**src/rtl/hdmi_cfg_pkg.sv**
```systemverilog
// ---------------------------------------------------------------------------
// hdmi_cfg_pkg
// Shared definitions for the HDMI transmitter power-up configuration
// sequencer: the sequencer state encoding, the default 8-bit I2C write
// address of the transmitter and the width of one {register, value} entry.
// ---------------------------------------------------------------------------
package hdmi_cfg_pkg;

   localparam logic [7:0] DEFAULT_SLAVE_ADDR = 8'h72;
   localparam int         ENTRY_W            = 16;

   typedef enum logic [3:0] {
      ST_IDLE,
      ST_PWR_WAIT,
      ST_LOAD,
      ST_START,
      ST_WAIT,
      ST_CHECK,
      ST_GAP,
      ST_DONE,
      ST_ERROR
   } cfg_state_t;

endpackage

```
**src/rtl/hdmi_i2c_config_rom.sv**
```systemverilog
// ---------------------------------------------------------------------------
// hdmi_i2c_config_rom
// Constant register table written to the HDMI transmitter at power-up.
// Each entry is {register address, value}. Indices at or beyond NUM_REGS
// read as zero so a short table never exposes stale entries.
//
// Ports:
//   index  in   8   table index
//   entry  out  16  {reg_addr, value} for that index
// ---------------------------------------------------------------------------
module hdmi_i2c_config_rom
   import hdmi_cfg_pkg::*;
#(
   parameter int NUM_REGS = 32
) (
   input  logic [7:0]         index,
   output logic [ENTRY_W-1:0] entry
);

   localparam logic [8:0] NUM_ENTRIES = 9'(NUM_REGS);

   logic [ENTRY_W-1:0] table_value;

   // Register list for an ADV-style transmitter: power-up, fixed
   // reserved-register values, video input format and HDMI mode setup.
   always_comb begin
      table_value = '0;
      case (index)
         8'd0:    table_value = 16'h4110;
         8'd1:    table_value = 16'h9803;
         8'd2:    table_value = 16'h9AE0;
         8'd3:    table_value = 16'h9C30;
         8'd4:    table_value = 16'h9D61;
         8'd5:    table_value = 16'hA2A4;
         8'd6:    table_value = 16'hA3A4;
         8'd7:    table_value = 16'hE0D0;
         8'd8:    table_value = 16'hF900;
         8'd9:    table_value = 16'h1500;
         8'd10:   table_value = 16'h1630;
         8'd11:   table_value = 16'h1702;
         8'd12:   table_value = 16'h1846;
         8'd13:   table_value = 16'h4080;
         8'd14:   table_value = 16'h4808;
         8'd15:   table_value = 16'h49A8;
         8'd16:   table_value = 16'h4C00;
         8'd17:   table_value = 16'h5500;
         8'd18:   table_value = 16'h5608;
         8'd19:   table_value = 16'h9620;
         8'd20:   table_value = 16'hAF06;
         8'd21:   table_value = 16'hBA60;
         8'd22:   table_value = 16'hD03C;
         8'd23:   table_value = 16'hD1FF;
         8'd24:   table_value = 16'hDE9C;
         8'd25:   table_value = 16'hE460;
         8'd26:   table_value = 16'hFA7D;
         8'd27:   table_value = 16'h3B80;
         8'd28:   table_value = 16'h3C10;
         8'd29:   table_value = 16'h0A01;
         8'd30:   table_value = 16'h0C00;
         8'd31:   table_value = 16'hD6C0;
         default: table_value = '0;
      endcase
   end

   // Mask entries past the configured table length.
   always_comb begin
      entry = '0;
      if ({1'b0, index} < NUM_ENTRIES) begin
         entry = table_value;
      end
   end

endmodule

```
**src/rtl/hdmi_i2c_config_seq.sv**
```systemverilog
// ---------------------------------------------------------------------------
// hdmi_i2c_config_seq
// Power-up configuration sequencer for the HDMI transmitter's I2C bus.
// After go rises it waits POWERUP_CYCLES, then writes every table entry as
// one 3-byte I2C write, retrying NACKed writes up to RETRY_MAX times and
// giving up on a transaction that takes longer than TIMEOUT_CYCLES.
//
// Optional build macro HDMI_CFG_HPD_RETRIGGER_EN adds input hpd: a rising
// hot-plug edge in DONE or ERROR (with go still high) restarts the run.
//
// Ports:
//   clock_100khz   in   1   system clock, shared with the I2C controller
//   reset_n        in   1   asynchronous active-low reset
//   go             in   1   level, starts a run from IDLE, low aborts
//   i2c_stop       in   1   low pulse = controller finished a transaction
//   i2c_ack        in   1   high = acknowledge slot sampled as NACK
//   hpd            in   1   (macro only) synchronised hot-plug detect
//   start          out  1   one-cycle launch pulse to the controller
//   slave_address  out  8   constant SLAVE_ADDR
//   register_data  out  16  {reg_addr, value} of the current write
//   busy           out  1   run in progress
//   config_done    out  1   every entry acknowledged
//   config_error   out  1   retries exhausted or transaction timeout
//   error_index    out  8   failing table index while config_error=1
// ---------------------------------------------------------------------------
module hdmi_i2c_config_seq
   import hdmi_cfg_pkg::*;
#(
   parameter int         NUM_REGS       = 32,
   parameter logic [7:0] SLAVE_ADDR     = DEFAULT_SLAVE_ADDR,
   parameter int         POWERUP_CYCLES = 20000,
   parameter int         GAP_CYCLES     = 4,
   parameter int         RETRY_MAX      = 3,
   parameter int         TIMEOUT_CYCLES = 255
) (
   input  logic               clock_100khz,
   input  logic               reset_n,
   input  logic               go,
   input  logic               i2c_stop,
   input  logic               i2c_ack,
`ifdef HDMI_CFG_HPD_RETRIGGER_EN
   input  logic               hpd,
`endif
   output logic               start,
   output logic [7:0]         slave_address,
   output logic [ENTRY_W-1:0] register_data,
   output logic               busy,
   output logic               config_done,
   output logic               config_error,
   output logic [7:0]         error_index
);

   localparam logic [7:0]  LAST_INDEX    = 8'(NUM_REGS - 1);
   localparam logic [15:0] POWERUP_LOAD  = 16'(POWERUP_CYCLES);
   localparam logic [15:0] GAP_LOAD      = 16'(GAP_CYCLES);
   localparam logic [3:0]  RETRY_LIMIT   = 4'(RETRY_MAX);
   localparam logic [7:0]  WATCHDOG_LAST = 8'(TIMEOUT_CYCLES - 1);
   localparam cfg_state_t  RUN_ENTRY     = (POWERUP_CYCLES == 0) ? ST_LOAD : ST_PWR_WAIT;

   cfg_state_t         state;
   cfg_state_t         next_state;
   logic [7:0]         index;
   logic [3:0]         retry;
   logic [15:0]        timer;
   logic [7:0]         watchdog;
   logic               txn_nack;
   logic               retrigger;
   logic [ENTRY_W-1:0] rom_entry;

   hdmi_i2c_config_rom #(
      .NUM_REGS (NUM_REGS)
   ) u_rom (
      .index (index),
      .entry (rom_entry)
   );

   assign slave_address = SLAVE_ADDR;

`ifdef HDMI_CFG_HPD_RETRIGGER_EN
   logic hpd_q;

   // Delayed copy of hot-plug detect so a fresh plug-in edge can restart
   // a finished or failed run without toggling go.
   always_ff @(posedge clock_100khz or negedge reset_n) begin
      if (!reset_n) begin
         hpd_q <= 1'b0;
      end else begin
         hpd_q <= hpd;
      end
   end

   assign retrigger = go & hpd & ~hpd_q;
`else
   assign retrigger = 1'b0;
`endif

   // State register.
   always_ff @(posedge clock_100khz or negedge reset_n) begin
      if (!reset_n) begin
         state <= ST_IDLE;
      end else begin
         state <= next_state;
      end
   end

   // Next-state logic. A completion strobe wins over the watchdog in the
   // same cycle, and go is only honoured as an abort at the end of the
   // inter-transaction gap so the bus is never left mid-write.
   always_comb begin
      next_state = state;
      case (state)
         ST_IDLE: begin
            if (go) next_state = RUN_ENTRY;
         end
         ST_PWR_WAIT: begin
            if (timer == 16'd0) next_state = ST_LOAD;
         end
         ST_LOAD:  next_state = ST_START;
         ST_START: next_state = ST_WAIT;
         ST_WAIT: begin
            if (!i2c_stop) begin
               next_state = ST_CHECK;
            end else if (watchdog == WATCHDOG_LAST) begin
               next_state = ST_ERROR;
            end
         end
         ST_CHECK: begin
            if (txn_nack) begin
               next_state = (retry < RETRY_LIMIT) ? ST_GAP : ST_ERROR;
            end else begin
               next_state = (index == LAST_INDEX) ? ST_DONE : ST_GAP;
            end
         end
         ST_GAP: begin
            if (timer <= 16'd1) next_state = go ? ST_LOAD : ST_IDLE;
         end
         ST_DONE, ST_ERROR: begin
            if (!go) begin
               next_state = ST_IDLE;
            end else if (retrigger) begin
               next_state = RUN_ENTRY;
            end
         end
         default: next_state = ST_IDLE;
      endcase
   end

   // Datapath: table index, retry count, shared power-up/gap timer, the
   // per-transaction watchdog, the sticky NACK flag and the held write data.
   always_ff @(posedge clock_100khz or negedge reset_n) begin
      if (!reset_n) begin
         index         <= 8'd0;
         retry         <= 4'd0;
         timer         <= 16'd0;
         watchdog      <= 8'd0;
         txn_nack      <= 1'b0;
         register_data <= '0;
      end else begin
         case (state)
            ST_IDLE, ST_DONE, ST_ERROR: begin
               if (next_state == RUN_ENTRY) begin
                  index <= 8'd0;
                  retry <= 4'd0;
                  timer <= POWERUP_LOAD;
               end
            end
            ST_PWR_WAIT: begin
               if (timer != 16'd0) timer <= timer - 16'd1;
            end
            ST_LOAD: begin
               register_data <= rom_entry;
            end
            ST_START: begin
               txn_nack <= 1'b0;
               watchdog <= 8'd0;
            end
            ST_WAIT: begin
               txn_nack <= txn_nack | i2c_ack;
               watchdog <= watchdog + 8'd1;
            end
            ST_CHECK: begin
               timer <= GAP_LOAD;
               if (txn_nack) begin
                  if (retry < RETRY_LIMIT) retry <= retry + 4'd1;
               end else begin
                  retry <= 4'd0;
                  if (index != LAST_INDEX) index <= index + 8'd1;
               end
            end
            ST_GAP: begin
               if (timer > 16'd1) timer <= timer - 16'd1;
            end
            default: begin
            end
         endcase
      end
   end

   // Outputs decode straight from the registered state, so start is a
   // clean single-cycle pulse and the flags follow the state they report.
   always_comb begin
      start        = (state == ST_START);
      busy         = !((state == ST_IDLE) || (state == ST_DONE) || (state == ST_ERROR));
      config_done  = (state == ST_DONE);
      config_error = (state == ST_ERROR);
      error_index  = (state == ST_ERROR) ? index : 8'd0;
   end

endmodule

```
**config.mk**
```make
export PLATFORM = sky130hd
export DESIGN_NAME = hdmi_i2c_config_seq
export DESIGN_NICKNAME = d
export VERILOG_FILES = /design/src/rtl/hdmi_cfg_pkg.sv /design/src/rtl/hdmi_i2c_config_rom.sv /design/src/rtl/hdmi_i2c_config_seq.sv
export SDC_FILE = /design/constraint.sdc
export NUM_CORES = 1
export LEC_CHECK = 0
export BUFFER_PORTS_ARGS = -buffer_cell sky130_fd_sc_hd__buf_2
export CORE_MARGIN = 1.5
export CORE_UTILIZATION = 60
export CTS_BUF_LIST = sky130_fd_sc_hd__clkbuf_16
export DETAILED_ROUTE_END_ITERATION = 16
export PLACE_DENSITY = 0.91
export SLEW_MARGIN = 20
export SYNTH_ARGS = -nofsm -noshare
export SYNTH_HDL_FRONTEND = slang
export SYNTH_SLANG_ARGS = --single-unit
```
**constraint.sdc**
```tcl
create_clock -name clock_100khz -period 2.7 [get_ports clock_100khz]
set_input_delay 0 -clock clock_100khz [delete_from_list [all_inputs] [get_ports clock_100khz]]
set_output_delay 0 -clock clock_100khz [all_outputs]
set_load 0.05 [all_outputs]
```
==> impl_metrics.yaml, run 1 <==
outcome:
  status: "finished clean"
sta:
  rsz0062_at_grt: "no"
  hold_viol: 0
  final_max_slew_viol_count: 0
  clock.fmax_ghz: 0.436
  fin_tns_setup_ns: 0
  period_needed_ns: 2.30
  finalCritPeriodShare_pct: 85.0
  skew_ns: 0.00411
  tightestPinTransition_ns: 0.835
  setup_viol: 0
  max_slew_margin_pct: 44.2
  setup_slack_ns: 0.404
hold_path:
  min-delay-path-class: "input pin to async pin"
die:
  io_pins: 41
  coreArea_um2: 6350
  die_h_um: 83.9
  start_util_pct: 61.8
  fp-row-count: 29
  die_w_um: 83.9
  die-area_um2: 7040
route:
  viasPerCell: 6.48
  routedWlPerCell_um: 18.3
  dr.pass1.iters: 5
  wl_um: 10300
  vias: 3657
  first_iter_violations: 418
  ant_nets: 0
  drt_drc_violations_left: 0
yosys:
  ys_ff_latch: 57
  ys_types: 63
  syn_avg_cell_area_um2: 8.67
  async_reset_ff_share_pct: 100
  synth_top_cell_by_area: "dfrtp_1"
  synth_commonest_cells: "dfrtp_1, nand2_1, o21ai_0"
  syn-cell-area_um2: 3930
  ys_seq_area_share_pct: 36.3
  yosys.cell_count.top_type: "dfrtp_1"
  synth_ff_type: "dfrtp_1"
  yosysWarnings: 0
  synth_top_area_share_pct: 36.3
  synth_edf_count: 0
  netlist_instances: 453
  synth_area_leaders: "dfrtp_1, o21ai_0, ha_1"
global_routing:
  antenna_found_initial: 0
  grt_pass1_wl_um: 17100
  grt_util_all_layers_pct: 30.5
  grt_pass1_vias: 3444
  grt_max_degree: 31
  grt-ovfl-total: 0
worst_setup_path:
  slowest_delay_ns: 0.56
  path_buf_inv: 0
  path_class: "register to register"
  endpoint_kind: "register"
  regToRegSetupSlack_ns: 0.40
  worstPathRequired_ns: 2.92
  cp_max_fo: 9
  crit_cells: 5
  arrival_ns: 2.52
  path_cells: "nor4_1 > nand4_1 > a21oi_1 > o21ai_0 > o31ai_1"
  start_kind: "register"
  crit_slowest_cell: "a21oi_1"
  path_delay_family: "compound AO/OA/AOI/OAI gates"
  reg2regPathDepth: 5
cts:
  ctsLongestPathBuffers: 2
  tritoncts: "yes"
  cts-root-buf: "clkbuf_16"
  ctsHtreeMaxLevel: 3
  clock_latency_ns: 0.33
  postCtsResizedCells: 0
  numCtsBuffers: 9
  path_clk_slew_ns: 0.05
  cts.sinks: 57
pwr:
  leakage_nw: 2.01
  ir_worst_vdd_uv: 532
  totalPowerFinal_w: 0.00266
  p_per_area_nw_per_um2: 601
layout:
  area_growth_syn_to_layout_pct: 12.7
  insertedDiodeCount: 0
  nets: 508
  drive_gt1_share_pct: 14.6
placed_design:
  portBuffers: 32
  pre_cts_ws_ns: 0.511
  gp_congestion: 0.963
  hpwl_um: 6960
flow_run:
  maxCapViolations: 0
## worst reg2reg max path, stage by stage (launching register included)
cell	delay, ns
dfrtp_1	0.47
nor4_1	0.49
nand4_1	0.32
a21oi_1	0.56
o21ai_0	0.23
o31ai_1	0.12
## cells by family after synthesis
group	share of synthesized area [%]
XOR/XNOR	1.78
other	0.191
AND/OR/NAND/NOR	21.7
AO/OA/AOI/OAI	22.6
buffers and inverters	5.96
adder cells (fa/ha/maj)	6.69
multiplexers	4.72
flip-flops	36.3
## routing by layer
layer  up-vias  wire length [µm]  GRT usage (%)
li1       1697                 -              -
met1      1782              4230           40.1
met2       159              5240           50.7
met3        19               725           5.44
met4         0               148           10.9
met5         -                 0              0
## flip-flops by register name (all words and copies together), names as in the netlist
name and flops:
txn_nack 1, retry 4, watchdog 8, timer 16
index 8, state 4, register_data 16
## path summary, 6_finish.rpt
kind,start,endpoint
max in group asynchronous,reset_n,retry[0]
min in group clock_100khz,i2c_ack,txn_nack
setup / recovery,timer[4],timer[7]
hold / removal,reset_n,timer[6]
hold reg to reg,register_data[14],register_data[14]
setup reg to reg,timer[4],timer[7]
## layout make-up
type                       instances  area [µm²]
sequential                        57        1430
inverter                          16        60.1
clock buffer                       9         225
tap                               77        96.3
timing repair buffer              45         268
multi-input combinational        353        2290
fill                             481        1920
clock inverter                     7        61.3
## power by group
| part | leakage (nW) | switching [W] | internal, W |
|---|---|---|---|
| Clock | 0.134 | 0.000405 | 0.000702 |
| Sequential | 0.756 | 0.000105 | 0.000935 |
| Combinational | 1.12 | 0.000326 | 0.000186 |
| Total | 2.01 | 0.000836 | 0.00182 |
## through the flow
stage	utilization, %	cell area, µm²	std cells	hold slack [ns]
CTS	69.7	4430	564	0.138
global placement	64.6	4100	544	-0.0724
floorplan	-	3950	459	-0.296
detailed placement	64.6	4100	544	-0.0555
global route	69.7	4430	564	0.162
finish	69.7	4430	564	0.119
## placed cells by master (no fill, tap or decap), types with 4 or more instances in the layout
cell	Yosys	routed
a21oi_1	24	24
nand2b_1	4	4
nor3_1	16	16
a31oi_1	7	7
and2_1	12	12
ha_1	21	21
mux2i_1	5	5
nand4_1	4	4
nand3_1	13	13
o211ai_1	8	8
o31ai_1	11	11
buf_2	10	32
dfrtp_1	57	57
o21ai_0	56	56
clkbuf_16	0	9
inv_1	15	15
conb_1	2	8
nand2_1	56	56
nor2_1	31	31
xor2_1	5	5
mux4_2	5	5
buf_4	8	9
and3_1	5	5
dlygate4sd3_1	0	4
## what timing repair did
action                                 in CTS  in global routing
buffers inserted                            0                  0
hold buffers                                4                  0
setup endpoints to repair                   0                  0
endpoints found under the hold margin      32                  0
(Power assumes the default switching activity.)
==> inputs of run 2 (changes only) <==
Settings changed: CORE_UTILIZATION 60 to 54, CTS_BUF_LIST sky130_fd_sc_hd__clkbuf_16 to unset, PLACE_DENSITY 0.91 to 0.87.
Clock period 2.7 ns to 2 ns, I/O delays scaled along.
==> run 2 against run 1 <==
Critical path depth unchanged. Critical path type unchanged. Sequential share of layout area down 1.8 points. Non-clock buffer count up 28. Total power up 30%. Largest power group is now sequential cells. Worst setup slack worse by 0.33 ns.
==> impl_metrics.yaml, run 2 (synthesized netlist as in run 1, its figures left out) <==
outcome:
  status: "finished clean"
route:
  ant_nets: 0
  dr.pass1.iters: 6
  wl_um: 10400
  vias: 3858
  drt_drc_violations_left: 0
  first_iter_violations: 672
  routedWlPerCell_um: 17.0
  viasPerCell: 6.31
cts:
  tritoncts: "yes"
  ctsHtreeMaxLevel: 3
  numCtsBuffers: 9
  cts-root-buf: "clkbuf_8"
  ctsLongestPathBuffers: 2
  path_clk_slew_ns: 0.08
  clock_latency_ns: 0.35
  cts.sinks: 57
worst_setup_path:
  cp_max_fo: 7
  arrival_ns: 2.14
  worstPathRequired_ns: 2.22
  reg2regPathDepth: 5
  start_kind: "register"
  endpoint_kind: "register"
  regToRegSetupSlack_ns: 0.07
  rr_startpoint: "timer[5]"
  path_class: "register to register"
  reg2reg_to: "timer[2]"
sta:
  tightestPinTransition_ns: 0.636
  skew_ns: 0.0116
  max_slew_margin_pct: 57.6
  clock.fmax_ghz: 0.519
  period_needed_ns: 1.93
  fin_tns_setup_ns: 0
  worst_hold_slack_ns: 0.210
  hold_viol: 0
  finalCritPeriodShare_pct: 96.3
  setup_viol: 0
  final_max_slew_viol_count: 0
  setup_slack_ns: 0.0738
pwr:
  leakage_nw: 2.14
  p_per_area_nw_per_um2: 734
  ir_worst_vdd_uv: 359
placed_design:
  hpwl_um: 7090
  portBuffers: 32
  gp_congestion: 1.01
  place_inst: 587
  pre_cts_ws_ns: -0.00749
die:
  die_h_um: 88.3
  start_util_pct: 56.8
  die_w_um: 88.3
  die-area_um2: 7790
  coreArea_um2: 6910
  io_pins: 41
  fp-row-count: 30
layout:
  instances_no_fill: 611
  nets: 536
  reg_top3: "register_data (16), timer (16)"
  insertedDiodeCount: 0
  nFillCells: 539
  area_growth_syn_to_layout_pct: 19.9
  drive_gt1_share_pct: 22.5
  final_cell_mix: "o21ai_0, nand2_1, dfrtp_1"
  final_util_pct: 68.2
global_routing:
  grt_pass1_vias: 3563
  grt_pass1_wl_um: 17500
  grt-ovfl-total: 0
  antenna_found_initial: 0
  grt_max_degree: 32
  grt_util_all_layers_pct: 28.9
hold_path:
  min-delay-path-class: "input pin to async pin"
flow_run:
  maxCapViolations: 0
[run 2: layout make-up]
type	instances	area, µm²	area share (%)
clock inverter	4	76.3	1.62
tap	96	120	2.55
multi-input combinational	353	2370	50.4
clock buffer	12	145	3.08
sequential	57	1430	30.4
inverter	16	60.1	1.28
timing repair buffer	73	503	10.7
[run 2: what timing repair did]
action | CTS | global route
cloned | 0 | 0
buffers inserted | 1 | 3
endpoints found under the hold margin | 29 | 0
setup endpoints to repair | 13 | 26
pin swaps | 3 | 3
hold buffers | 4 | 0
gates resized for setup | 3 | 17
[run 2: report_power, final]
group	internal (W)	switching, W	total [W]	leakage [nW]
logic	0.000320	0.000479	0.000799	1.28
registers	0.00126	0.000159	0.00142	0.750
clock network	0.000739	0.000497	0.00124	0.107
[run 2: worst max-delay path, cell delays in order (launching register included)]
cell	delay (ns)
dfrtp_1	0.48
nor4_4	0.35
nand4_1	0.30
a21o_1	0.32
nand2_1	0.22
o21ai_0	0.13
[run 2: worst max path at each step]
stage	slack (ns)	to	cells after the start	start
2_1_floorplan	0.02	error_index[0]	3	state[2]
3_3_place_gp	0.12	timer[10]	4	state[0]
3_5_place_dp	-0.007	timer[10]	6	timer[0]
4_1_cts	0.0009	timer[10]	6	timer[0]
5_1_grt	-0.02	timer[11]	5	timer[5]
6_report	0.07	timer[2]	5	timer[5]
[run 2: metal layers]
metal | track usage [%] | vias up | routed length, µm
met4 | 11.1 | 0 | 272
li1 | - | 1750 | -
met2 | 45.0 | 229 | 4890
met1 | 38.8 | 1839 | 4310
met3 | 7.46 | 40 | 923
met5 | 0 | - | 0
[run 2: through the flow]
| stage | power, W | instance area, µm² |
|---|---|---|
| 6_report | 0.00346 | 4710 |
| 5_1_grt | 0.00363 | 4710 |
| 4_1_cts | 0.00337 | 4630 |
| 3_5_place_dp | 0.00213 | 4350 |
| 3_3_place_gp | 0.00208 | 4350 |
| 2_1_floorplan | 0.00194 | 3970 |
